$ cat src/rtl/serial_subtractor_pkg.sv
// Shared types and constants for the bit-serial subtractor (package sub_pkg).
// Optional signed-overflow output is controlled by SUB_OVERFLOW_EN.
package sub_pkg;

  typedef enum logic [1:0] {
    IDLE  = 2'd0,
    SHIFT = 2'd1,
    DONE  = 2'd2
  } state_t;

  localparam logic RST_BIT = 1'b0;

  // Counter width for a WIDTH-bit operand; never narrower than one bit.
  function automatic int cnt_w(input int width);
    return (width <= 2) ? 1 : $clog2(width);
  endfunction

endpackage

$ cat src/rtl/serial_subtractor_fullsub.sv
// One-bit combinational full subtractor: d = a - b - bin, with borrow-out.
module fullsubtractor (
  input  logic a,
  input  logic b,
  input  logic bin,
  output logic d,
  output logic bout
);

  assign d    = a ^ b ^ bin;
  assign bout = (~a & b) | (~(a ^ b) & bin);

endmodule

$ cat src/rtl/serial_subtractor.sv
// Bit-serial WIDTH-bit subtractor, LSB first, with start/done handshake.
// Define SUB_OVERFLOW_EN to add the registered signed-overflow output ovf.
//
// state | meaning
// IDLE  | waiting for start; result outputs hold the last answer
// SHIFT | one result bit per cycle, WIDTH cycles
// DONE  | publish diff/bout (and ovf), pulse done next cycle
module serial_subtractor
  import sub_pkg::*;
#(
  parameter int WIDTH = 4
) (
  input  logic             clk,
  input  logic             rst,
  input  logic             start,
  input  logic [WIDTH-1:0] in_a,
  input  logic [WIDTH-1:0] in_b,
  input  logic             bin,
  output logic             busy,
  output logic             done,
  output logic [WIDTH-1:0] diff,
  output logic             bout
`ifdef SUB_OVERFLOW_EN
  ,
  output logic             ovf
`endif
);

  localparam int CNT_W = cnt_w(WIDTH);
  localparam logic [CNT_W-1:0] CNT_LAST = CNT_W'(WIDTH - 1);

  state_t           state;
  logic [WIDTH-1:0] sh_a;
  logic [WIDTH-1:0] sh_b;
  logic [WIDTH-1:0] res;
  logic [CNT_W-1:0] cnt;
  logic             brw;
  logic             d_bit;
  logic             brw_nxt;
`ifdef SUB_OVERFLOW_EN
  logic             brw_msb;
`endif

  fullsubtractor u_cell (
    .a    (sh_a[0]),
    .b    (sh_b[0]),
    .bin  (brw),
    .d    (d_bit),
    .bout (brw_nxt)
  );

  always_ff @(posedge clk) begin
    if (rst) begin
      state <= IDLE;
      sh_a  <= '0;
      sh_b  <= '0;
      res   <= '0;
      cnt   <= '0;
      brw   <= RST_BIT;
      busy  <= RST_BIT;
      done  <= RST_BIT;
      diff  <= '0;
      bout  <= RST_BIT;
`ifdef SUB_OVERFLOW_EN
      brw_msb <= RST_BIT;
      ovf     <= RST_BIT;
`endif
    end else begin
      done <= 1'b0;
      case (state)
        IDLE: begin
          if (start) begin
            sh_a  <= in_a;
            sh_b  <= in_b;
            brw   <= bin;
            cnt   <= '0;
            busy  <= 1'b1;
            state <= SHIFT;
          end
        end
        SHIFT: begin
          res  <= {d_bit, res[WIDTH-1:1]};
          sh_a <= sh_a >> 1;
          sh_b <= sh_b >> 1;
          brw  <= brw_nxt;
          cnt  <= cnt + 1'b1;
          if (cnt == CNT_LAST) begin
`ifdef SUB_OVERFLOW_EN
            // Borrow entering the sign bit, needed for two's-complement overflow.
            brw_msb <= brw;
`endif
            busy  <= 1'b0;
            state <= DONE;
          end
        end
        DONE: begin
          diff  <= res;
          bout  <= brw;
          done  <= 1'b1;
`ifdef SUB_OVERFLOW_EN
          ovf   <= brw_msb ^ brw;
`endif
          state <= IDLE;
        end
        default: begin
          busy  <= 1'b0;
          state <= IDLE;
        end
      endcase
    end
  end

endmodule
$ cat config.mk
export PLATFORM = sky130hd
export DESIGN_NAME = serial_subtractor
export DESIGN_NICKNAME = d
export VERILOG_FILES = /design/src/rtl/serial_subtractor_pkg.sv /design/src/rtl/serial_subtractor_fullsub.sv /design/src/rtl/serial_subtractor.sv
export SDC_FILE = /design/constraint.sdc
export NUM_CORES = 1
export LEC_CHECK = 0
export ABC_CLOCK_PERIOD_IN_PS = 1770
export CAP_MARGIN = 15
export CORE_MARGIN = 2
export CORE_UTILIZATION = 49
export DETAILED_ROUTE_END_ITERATION = 7
export MAX_ROUTING_LAYER = met4
export PLACE_DENSITY_LB_ADDON = 0.25
export SLEW_MARGIN = 20
export SYNTH_ARGS = -nofsm -noshare
export SYNTH_HDL_FRONTEND = slang
export SYNTH_SLANG_ARGS = --single-unit
$ cat constraint.sdc
create_clock -name clk -period 1.77 [get_ports clk]
set_clock_uncertainty 0.2 [all_clocks]
set_input_delay 0.531 -clock clk [delete_from_list [all_inputs] [get_ports clk]]
set_output_delay 0.531 -clock clk [all_outputs]
set_load 0.05 [all_outputs]
==> results by group, run 1 <==
Floorplanning
  • Row cnt: 16
  • DIE AREA: 2376 µm²
  • Initial core utilization: 51.04%
  • Chip Height: 48.74 µm
  • Core area: 1922 µm²
  • I/O pins: 19
  • Die W: 48.74 µm

Drt
  • Residual DRC: 0
  • Wire per inst: 10.53 µm
  • Routed Antenna Nets: 0
  • Number of vias per cell: 4.979
  • Iteration-0 DRC Markers: 8
  • Routed WL: 1538 µm
  • TritonRoute pass-1 iters: 2
  • Vias: 727

Clock network
  • CTS root buf: clkbuf_4
  • Clk pin slew, worst setup/hold paths: 0.13 ns
  • Max H-tree Level: 1
  • # clock sinks: 24
  • PostCTS Resize Cnt: 0
  • Post-CTS setup buffer count: 0
  • CTS Hold Buffers Added: 0
  • CTS Buf Count: 3
  • CTS tree: yes
  • Worst-Skew Late Latency: 0.31 ns
  • CTS Buffer Depth: 2

Global route
  • Number of global-route vias before repair: 677
  • Initial antenna violation count: 0
  • Total GRT Usage: 15.93%
  • Largest net degree at the start of global routing: 25
  • First-pass GRT wire length: 2822 µm
  • Total global routing overflow: 0

Critical path
  • Worst path slowest cell: clkdlybuf4s50_1
  • CP Launch Type: primary input
  • Slowest stage delay, CP: 0.53 ns
  • Critical path, cell by cell: clkdlybuf4s50_1, nor3b_1, a22oi_1, nor2_1
  • Crit path max-delay family: buffers and inverters
  • WP buf/inv: 1
  • Crit. End Element: flip-flop
  • Worst-path fanout max: 4
  • Critical Path RT: 1.83 ns
  • WS Path Type: in2reg
  • Worst EP arrival: 1.66 ns

Synthesis
  • Ranking of synthesized cells by area: dfxtp_1 49%, mux2i_1 14%, nor2_1 6.9%
  • Flops & latches, synth: 24
  • Synth cell types: 22
  • Synthesized area: 980.9 µm²
  • Largest area contributor in the netlist: dfxtp_1
  • Synth top area share: 48.98%
  • Total number of yosys warnings: 0
  • Syn_nets: 113
  • Avg Cell Area, Syn: 9.908 µm²
  • Cells after Synth: 99
  • Sequential share of the synthesized area: 48.98%

Timing
  • Fmax achieved: 0.6257 GHz
  • Actual slew at the worst max-slew pin: 0.3809 ns
  • Final worst-path cycle share: 90.30%
  • Final TNS setup: 0 ns
  • Relative slew slack: 74.55%
  • WHS: 0.2649 ns
  • Hold Vio Cnt, Final: 0
  • Slew Viols, Final: 0
  • Setup violators final: 0
  • RSZ-0062 raised after global routing: no
  • Post-route minimum period: 1.598 ns

Power and ir drop
  • Comb pwr share: 14.2%
  • Switching Share: 23.85%
  • NetSw: 240.2 µW
  • P_leak: 0.0005397 µW
  • Max VDD drop: 0.5187 mV
  • Sequential share of power: 57.7%
  • Clock Power Share: 28.1%
  • PwrDens: 774.1 nW/µm²
  • Internal power: 767.1 µW

Layout
  • Layout cells sized above 1: 15.13%
  • FF+latch area: 480.5 µm²
  • Commonest non-fill, non-tap cell in the layout: dfxtp_1
  • Leading cell types in the layout, fill and taps excluded: 24 x dfxtp_1, 18 x nor2_1, 14 x mux2i_1, 11 x clkdlybuf4s50_1
  • Area of the multi-input gates: 450.4 µm²
  • Antenna diodes: 0
  • P&R area growth vs syn: 32.65%
  • Fillers: 165
  • Final Util: 67.71%
  • Post-layout nets: 134

Job
  • Max-cap violations: 0

Outcome
  • Status: finished, final reports clean

Worst hold path
  • Worst Hold Class: reg2reg

Place
  • Hpwl dp: 1128 µm
  • Gpl congestion: 0.7222
  • PortBufs: 18
==> logic make-up (layout without fill, tap and decap cells) <==
kind of cell | after synthesis | in the layout | share of synthesized area, %
AND/OR/NAND/NOR | 32 | 32 | 13.65
flip-flops | 24 | 24 | 48.98
AO/OA/AOI/OAI | 18 | 18 | 14.67
multiplexers | 14 | 14 | 14.29
buffers and inverters | 9 | 29 | 5.100
adder cells (fa/ha/maj) | 2 | 2 | 3.316
==> tightest hold or removal path, stage by stage, from the launching register on <==
cell and delay (ns):
dfxtp_1 0.33, nand2_1 0.05, a21oi_1 0.05
==> metal layers <==
metal	vias to the layer above	wire length, µm	global-route usage (%)
li1	379	-	-
met1	330	710	18.69
met2	14	728	26.03
met3	4	65	3.704
met4	0	33	7.143
met5	-	0	-
==> power by group through the flow <==
stage | Combinational, µW | Sequential (µW) | Clock, µW
floorplan | 86.6 | 598 | 0
finish | 143 | 582 | 283
CTS | 144 | 582 | 297
global placement | 140 | 593 | 0
global route | 162 | 585 | 313
detailed placement | 144 | 594 | 0
==> registers in the layout (all words and copies together) (netlist names) <==
signal  cells
diff        4
sh_a        4
state       2
busy        1
brw         1
cnt         2
done        1
res         4
bout        1
sh_b        4
==> synth_stat cells <==
master,number
a211oi_2,3
nor3b_1,1
fa_1,1
nor2_1,18
o21ba_4,1
buf_2,1
ha_1,1
clkbuf_1,1
dfxtp_1,24
o21bai_1,1
nor2b_1,1
a21oi_1,5
inv_1,4
buf_1,1
a211oi_1,4
a22oi_1,3
nand2_1,8
mux2i_1,14
nand2b_1,2
o21ai_0,1
buf_6,2
nor3_1,2
==> per-stage QoR <==
stage / worst slack [ns] / cells / area, µm² / power [µW]
after detailed placement: -0.1307 / 142 / 1265 / 738.5
after CTS: 0.1515 / 146 / 1301 / 1024
after global routing: 0.02857 / 146 / 1301 / 1061
after global placement: -0.1002 / 142 / 1265 / 733.4
final: 0.1717 / 146 / 1301 / 1007
after floorplan: 0.4237 / 99 / 980.9 / 684.3
==> worst paths after layout <==
path	endpoint	from	cells after the start	slack, ns
hold / removal	res[0]	res[0]	2	0.26
setup / recovery	sh_a[3]	start	4	0.17
hold reg to reg	res[0]	res[0]	2	0.26
setup reg to reg	brw	sh_b[0]	5	0.37
==> final cells by class <==
class | instances | area share, %
Clock buffer | 4 | 2.788
Inverter | 4 | 1.154
Multi-Input combinational cell | 66 | 34.62
Sequential cell | 24 | 36.92
Tap cell | 27 | 2.596
Timing Repair Buffer | 21 | 21.92
Power figures use the tool's default switching activity.
==> run 2: changes to the inputs <==
Settings changed: CORE_MARGIN 2 to 1.5.
==> results by group, run 2 (synthesized netlist as in run 1, its figures left out) <==
Clock network
  • CTS Buffer Depth: 2 (unchanged)
  • Max H-tree Level: 1 (unchanged)
  • Clk pin slew, worst setup/hold paths: 0.13 ns (about the same)
  • CTS Hold Buffers Added: 0 (unchanged)
  • CTS tree: yes
  • CTS root buf: clkbuf_4
  • # clock sinks: 24 (unchanged)
  • Post-CTS setup buffer count: 0 (unchanged)
  • CTS Buf Count: 3 (unchanged)
  • Worst-Skew Late Latency: 0.31 ns (about the same)
  • PostCTS Resize Cnt: 0 (unchanged)

Power and ir drop
  • P_leak: 0.0005397 µW (unchanged)
  • PwrDens: 775.6 nW/µm² (+0.20%)
  • Max VDD drop: 0.5129 mV (-1.1%)

Drt
  • Routed Antenna Nets: 0 (unchanged)
  • Routed WL: 1637 µm (+6.4%)
  • Residual DRC: 0 (unchanged)
  • Met2 WL: 856 µm (+18%)
  • Wire per inst: 11.21 µm (+6.4%)
  • Vias: 741 (+1.9%)
  • Post-Route M1 WL: 686 µm (-3.4%)
  • Metal3 WL: 69 µm (+6.2%)
  • Iteration-0 DRC Markers: 9 (+1)
  • Highest routed layer: met4
  • TritonRoute pass-1 iters: 4 (+2)
  • Number of vias per cell: 5.075 (+1.9%)

Worst hold path
  • Worst Hold Class: reg2reg
  • Min-delay src: res[2]
  • Hold depth: 2 (unchanged)

Floorplanning
  • Initial core utilization: 51.04% (unchanged)
  • Chip Height: 47.74 µm (-2.1%)
  • Core area: 1922 µm² (unchanged)
  • I/O pins: 19 (unchanged)
  • DIE AREA: 2279 µm² (-4.1%)
  • Die W: 47.74 µm (-2.1%)
  • Row cnt: 16 (unchanged)

Critical path
  • Critical Path Stages: 1 (-3)
  • Cells on worst reg2reg path: 5 (unchanged)
  • Setup slack, reg-to-reg: 0.37 ns (about the same)
  • Crit. End Element: primary output
  • R2r startpoint: sh_b[0]
  • Critical Path Start: busy
  • Slowest stage delay, CP: 0.41 ns (-0.12 ns)
  • Worst Setup EP: busy
  • Critical path, cell by cell: buf_12
  • Worst path slowest cell: dfxtp_1
  • WP buf/inv: 1 (unchanged)
  • Worst r2r dst: brw
  • WS Path Type: reg2out
  • Crit path max-delay family: flip-flops
  • Worst EP arrival: 0.88 ns (-0.78 ns)
  • CP Launch Type: flip-flop
  • Critical Path RT: 1.04 ns (-0.79 ns)
  • Worst-path fanout max: 2 (-2)

Layout
  • Commonest non-fill, non-tap cell in the layout: dfxtp_1
  • Final Non-Filler Cells: 146 (unchanged)
  • Leading cell types in the layout, fill and taps excluded: 24 x dfxtp_1, 18 x nor2_1, 14 x mux2i_1, 11 x clkdlybuf4s50_1
  • Layout cells sized above 1: 15.13% (unchanged)
  • Post-layout nets: 134 (unchanged)
  • Fillers: 165 (unchanged)
  • FF+latch area: 480.5 µm² (unchanged)
  • Antenna diodes: 0 (unchanged)
  • Area of the multi-input gates: 450.4 µm² (unchanged)
  • P&R area growth vs syn: 32.65% (unchanged)

Global route
  • Total global routing overflow: 0 (unchanged)
  • First-pass GRT wire length: 2566 µm (-9.1%)
  • Number of global-route vias before repair: 615 (-9.2%)
  • Initial antenna violation count: 0 (unchanged)
  • Largest net degree at the start of global routing: 25 (unchanged)
  • Total GRT Usage: 16.93% (+1.0 points)

Place
  • Placed cell count: 142 (unchanged)
  • Gpl congestion: 0.7212 (-0.14%)
  • Hpwl dp: 1259 µm (+12%)
  • PortBufs: 18 (unchanged)

Timing
  • Setup violators final: 0 (unchanged)
  • Post-route minimum period: 1.608 ns (+0.009682 ns)
  • Slew Viols, Final: 0 (unchanged)
  • Actual slew at the worst max-slew pin: 0.3892 ns (+0.008215 ns)
  • RSZ-0062 raised after global routing: no
  • Hold Vio Cnt, Final: 0 (unchanged)
  • Final worst-path cycle share: 90.85% (+0.55 points)
  • Relative slew slack: 74.00% (-0.55 points)
  • WHS: 0.2770 ns (+0.01207 ns)
  • Fmax achieved: 0.6219 GHz (-0.60%)

Job
  • Max-cap violations: 0 (unchanged)

Outcome
  • Status: finished, final reports clean
run 2: how the worst min path moves through the flow:
stage	end	slack, ns
global route	res[2]	0.30
finish	res[1]	0.28
global placement	res[0]	0.24
CTS	res[1]	0.28
floorplan	res[0]	0.24
detailed placement	res[1]	0.26
run 2: layout make-up:
type,count,area share [%]
tap,27,2.596
sequential,24,36.92
timing repair buffer,21,21.92
multi-input combinational,66,34.62
inverter,4,1.154
clock buffer,4,2.788
run 2: metrics by stage:
step	setup WS, ns	util (%)	cell area (µm²)	TNS (ns)	total power (µW)
6_report	0.1620	67.71	1301	0	1009
3_3_place_gp	-0.09766	65.82	1265	-0.6984	733.1
3_5_place_dp	-0.1547	65.82	1265	-1.084	739.9
4_1_cts	0.1429	67.71	1301	0	1025
5_1_grt	0.008196	67.71	1301	0	1058
2_1_floorplan	0.4237	-	980.9	0	684.3
run 2: per-layer routing:
metal,vias up,global-route usage (%)
met1,335,19.44
met5,-,-
met3,4,3.396
met2,20,28.00
met4,0,8.108
li1,382,-
run 2: power by group:
part | internal [µW] | switching (µW) | total [µW]
clock network | 126 | 158 | 283
registers | 566 | 16.8 | 583
logic | 75.4 | 67.7 | 143
total | 767 | 242 | 1010
==> run 3: changes to the inputs <==
Settings changed: CORE_UTILIZATION 49 to 50, SYNTH_HIERARCHICAL set to 1.
==> results by group, run 3 <==
Synthesis
  • Top-count cell post-synth: dfxtp_1
  • Post-synthesis adder-cell area fraction: 3.118% (-0.20 points)
  • Largest family of logic cells by synthesized area: simple AND/OR/NAND/NOR gates
  • Largest area contributor in the netlist: dfxtp_1
  • Synth cell types: 27 (+23%)
  • Synth Area in Compound Gates: 13.55% (-1.1 points)
  • Async S/R FF share, synth: 0% (unchanged)
  • Avg Cell Area, Syn: 9.235 µm² (-6.8%)
  • Syn_nets: 127 (+12%)
  • Post-synthesis simple-gate area fraction: 28.54% (+15 points)
  • Ranking of synthesized cells by area: dfxtp_1 46%, nand2_1 6.8%, a21oi_1 5.8%
  • Post-Synth XOR/XNOR Area: 0% (unchanged)
  • Synth cell count leaders: 24 x dfxtp_1, 19 x nand2_1, 12 x a21oi_1, 12 x nor2_1
  • Synthesized area: 1044 µm² (+6.4%)
  • Main synth FF type: dfxtp_1
  • Flops & latches, synth: 24 (unchanged)
  • Sequential share of the synthesized area: 46.04% (-2.9 points)
  • Total number of yosys warnings: 6 (+6)
  • Synth top area share: 46.04% (-2.9 points)
  • Cells after Synth: 113 (+14%)
  • Post-synthesis mux area share: 3.837% (-10 points)
  • Number of flops mapped to enable cells by yosys: 0 (unchanged)

Layout
  • P&R area growth vs syn: 34.17%
  • Fillers: 171 (+3.6%)
  • Final Util: 71.36% (+3.7 points)
  • Commonest non-fill, non-tap cell in the layout: dfxtp_1
  • Post-route cell area: 1400 µm² (+7.6%)
  • Leading cell types in the layout, fill and taps excluded: 24 x dfxtp_1, 19 x nand2_1, 12 x nor2_1, 12 x a21oi_1, 11 x clkdlybuf4s50_1
  • Post-layout nets: 153 (+14%)
  • Antenna diodes: 0 (unchanged)
  • Layout cells sized above 1: 21.74% (+6.6 points)

Drt
  • Routed WL: 2287 µm (+40%)
  • TritonRoute pass-1 iters: 4 (unchanged)
  • Vias: 888 (+20%)
  • Iteration-0 DRC Markers: 5 (-4)
  • Routed Antenna Nets: 0 (unchanged)
  • Wire per inst: 13.86 µm (+24%)
  • Number of vias per cell: 5.382 (+6.0%)
  • Residual DRC: 0 (unchanged)

Timing
  • Actual slew at the worst max-slew pin: 0.3604 ns (-0.02875 ns)
  • Post-route minimum period: 1.640 ns (+0.03235 ns)
  • WHS: 0.2747 ns (-0.002246 ns)
  • Slew Viols, Final: 0 (unchanged)
  • Relative slew slack: 75.63% (+1.6 points)
  • Final worst slack: 0.1296 ns (-0.03235 ns)
  • Fmax achieved: 0.6096 GHz (-2.0%)
  • Final worst-path cycle share: 92.68% (+1.8 points)
  • RSZ-0062 raised after global routing: no
  • Setup violators final: 0 (unchanged)
  • Hold Vio Cnt, Final: 0 (unchanged)

Worst hold path
  • WHS Endpoint: res[0]
  • Worst Hold Class: reg2reg
  • Min-delay src: res[0]
  • Hold depth: 2 (unchanged)

Floorplanning
  • Chip Height: 48.69 µm (+2.0%)
  • Row cnt: 16 (unchanged)
  • Core area: 1962 µm² (+2.1%)
  • Die W: 48.69 µm (+2.0%)
  • DIE AREA: 2370 µm² (+4.0%)
  • I/O pins: 19 (unchanged)
  • Initial core utilization: 53.19% (+2.1 points)

Global route
  • Initial antenna violation count: 0 (unchanged)
  • Largest net degree at the start of global routing: 25 (unchanged)
  • Total global routing overflow: 0 (unchanged)
  • Number of global-route vias before repair: 902 (+47%)
  • Total GRT Usage: 22.91% (+6.0 points)
  • First-pass GRT wire length: 4077 µm (+59%)

Critical path
  • R2r startpoint: sh_b[0]
  • WS Path Type: reg2out
  • Critical path, cell by cell: buf_12
  • Crit. End Element: primary output
  • Worst r2r dst: brw
  • Worst path slowest cell: dfxtp_1
  • Worst EP arrival: 0.91 ns (+0.03 ns)
  • Slowest stage delay, CP: 0.43 ns (+0.02 ns)
  • CP Launch Type: flip-flop
  • Cells on worst reg2reg path: 5 (unchanged)
  • WP buf/inv: 1 (unchanged)
  • Critical Path RT: 1.04 ns (about the same)
  • Worst-path fanout max: 3 (+1)
  • Setup slack, reg-to-reg: 0.30 ns (-0.07 ns)
  • Crit path max-delay family: flip-flops

Clock network
  • CTS Buffer Depth: 2 (unchanged)
  • PostCTS Resize Cnt: 0 (unchanged)
  • # clock sinks: 24 (unchanged)
  • CTS tree: yes
  • Worst-Skew Late Latency: 0.32 ns (about the same)
  • CTS root buf: clkbuf_4
  • Max H-tree Level: 1 (unchanged)
  • CTS Buf Count: 3 (unchanged)
  • CTS Hold Buffers Added: 0 (unchanged)
  • Clk pin slew, worst setup/hold paths: 0.13 ns (about the same)
  • Post-CTS setup buffer count: 0 (unchanged)

Place
  • PortBufs: 18 (unchanged)
  • Hpwl dp: 1681 µm (+33%)
  • Dpl ws: -0.1695 ns (-0.01479 ns)
  • Gpl congestion: 0.7245 (+0.46%)
  • Placed Instance Area: 1364 µm² (+7.8%)

Outcome
  • Status: finished, final reports clean

Power and ir drop
  • Max VDD drop: 0.4754 mV (-7.3%)
  • P_leak: 0.0005221 µW (-3.3%)
  • PwrDens: 763.1 nW/µm² (-1.6%)

Job
  • Max-cap violations: 0 (unchanged)
[run 3: cell count changes after synthesis, sizes merged, moves of 2 or more]
cell    delta
nor2b      +2
nand2     +11
a21oi      +7
a211oi     -4
mux2i     -10
nor4b      +4
a22oi      -2
nor2       -4
nor3       +2
nor4       +4
[run 3: how the worst max path moves through the flow]
stage,startpoint,endpoint,slack [ns],cells past startpoint
6_report,busy,busy,0.13,1
5_1_grt,start,sh_a[3],0.07,5
4_1_cts,busy,busy,0.12,1
3_5_place_dp,start,cnt[1],-0.17,5
3_3_place_gp,start,sh_a[0],-0.15,4
2_1_floorplan,busy,busy,0.42,0
[run 3: area by class of cell]
| cell class | count | area, µm² | area share [%] |
|---|---|---|---|
| Multi-Input combinational cell | 80 | 511.7 | 36.55 |
| Timing Repair Buffer | 26 | 322.8 | 23.06 |
| Tap cell | 27 | 33.78 | 2.413 |
| Inverter | 4 | 15.01 | 1.072 |
| Sequential cell | 24 | 480.5 | 34.32 |
| Clock buffer | 4 | 36.28 | 2.592 |
[run 3: report_power, final]
part | leakage (µW) | internal [µW] | total, µW | switching (µW)
registers | 0.000196 | 568 | 592 | 23.5
logic | 0.000305 | 94.2 | 185 | 90.7
clock network | 0.0000210 | 126 | 292 | 166
total | 0.000522 | 788 | 1070 | 280
[run 3: metal layers]
layer | global-route usage [%] | share of wire [%]
met3 | 2.469 | 3.8
met2 | 37.90 | 50
met1 | 27.86 | 43
met4 | 11.43 | 3.0
met5 | - | 0
[run 3: cells by family after synthesis]
family / Yosys count
AND/OR/NAND/NOR: 53
AO/OA/AOI/OAI: 21
buffers and inverters: 9
flip-flops: 24
adder cells (fa/ha/maj): 2
multiplexers: 4
[run 3: metrics by stage]
step                cells  TNS, ns  power, µW
finish                165        0       1068
global route          165        0       1123
CTS                   165        0       1076
detailed placement    161   -1.809      788.3
global placement      161   -1.157      778.0
floorplan             113        0      710.7
[run 3: worst min-delay path: stages, from the launching register on]
cell and delay [ns]:
dfxtp_1 0.33, nand2_1 0.05, a21oi_1 0.05
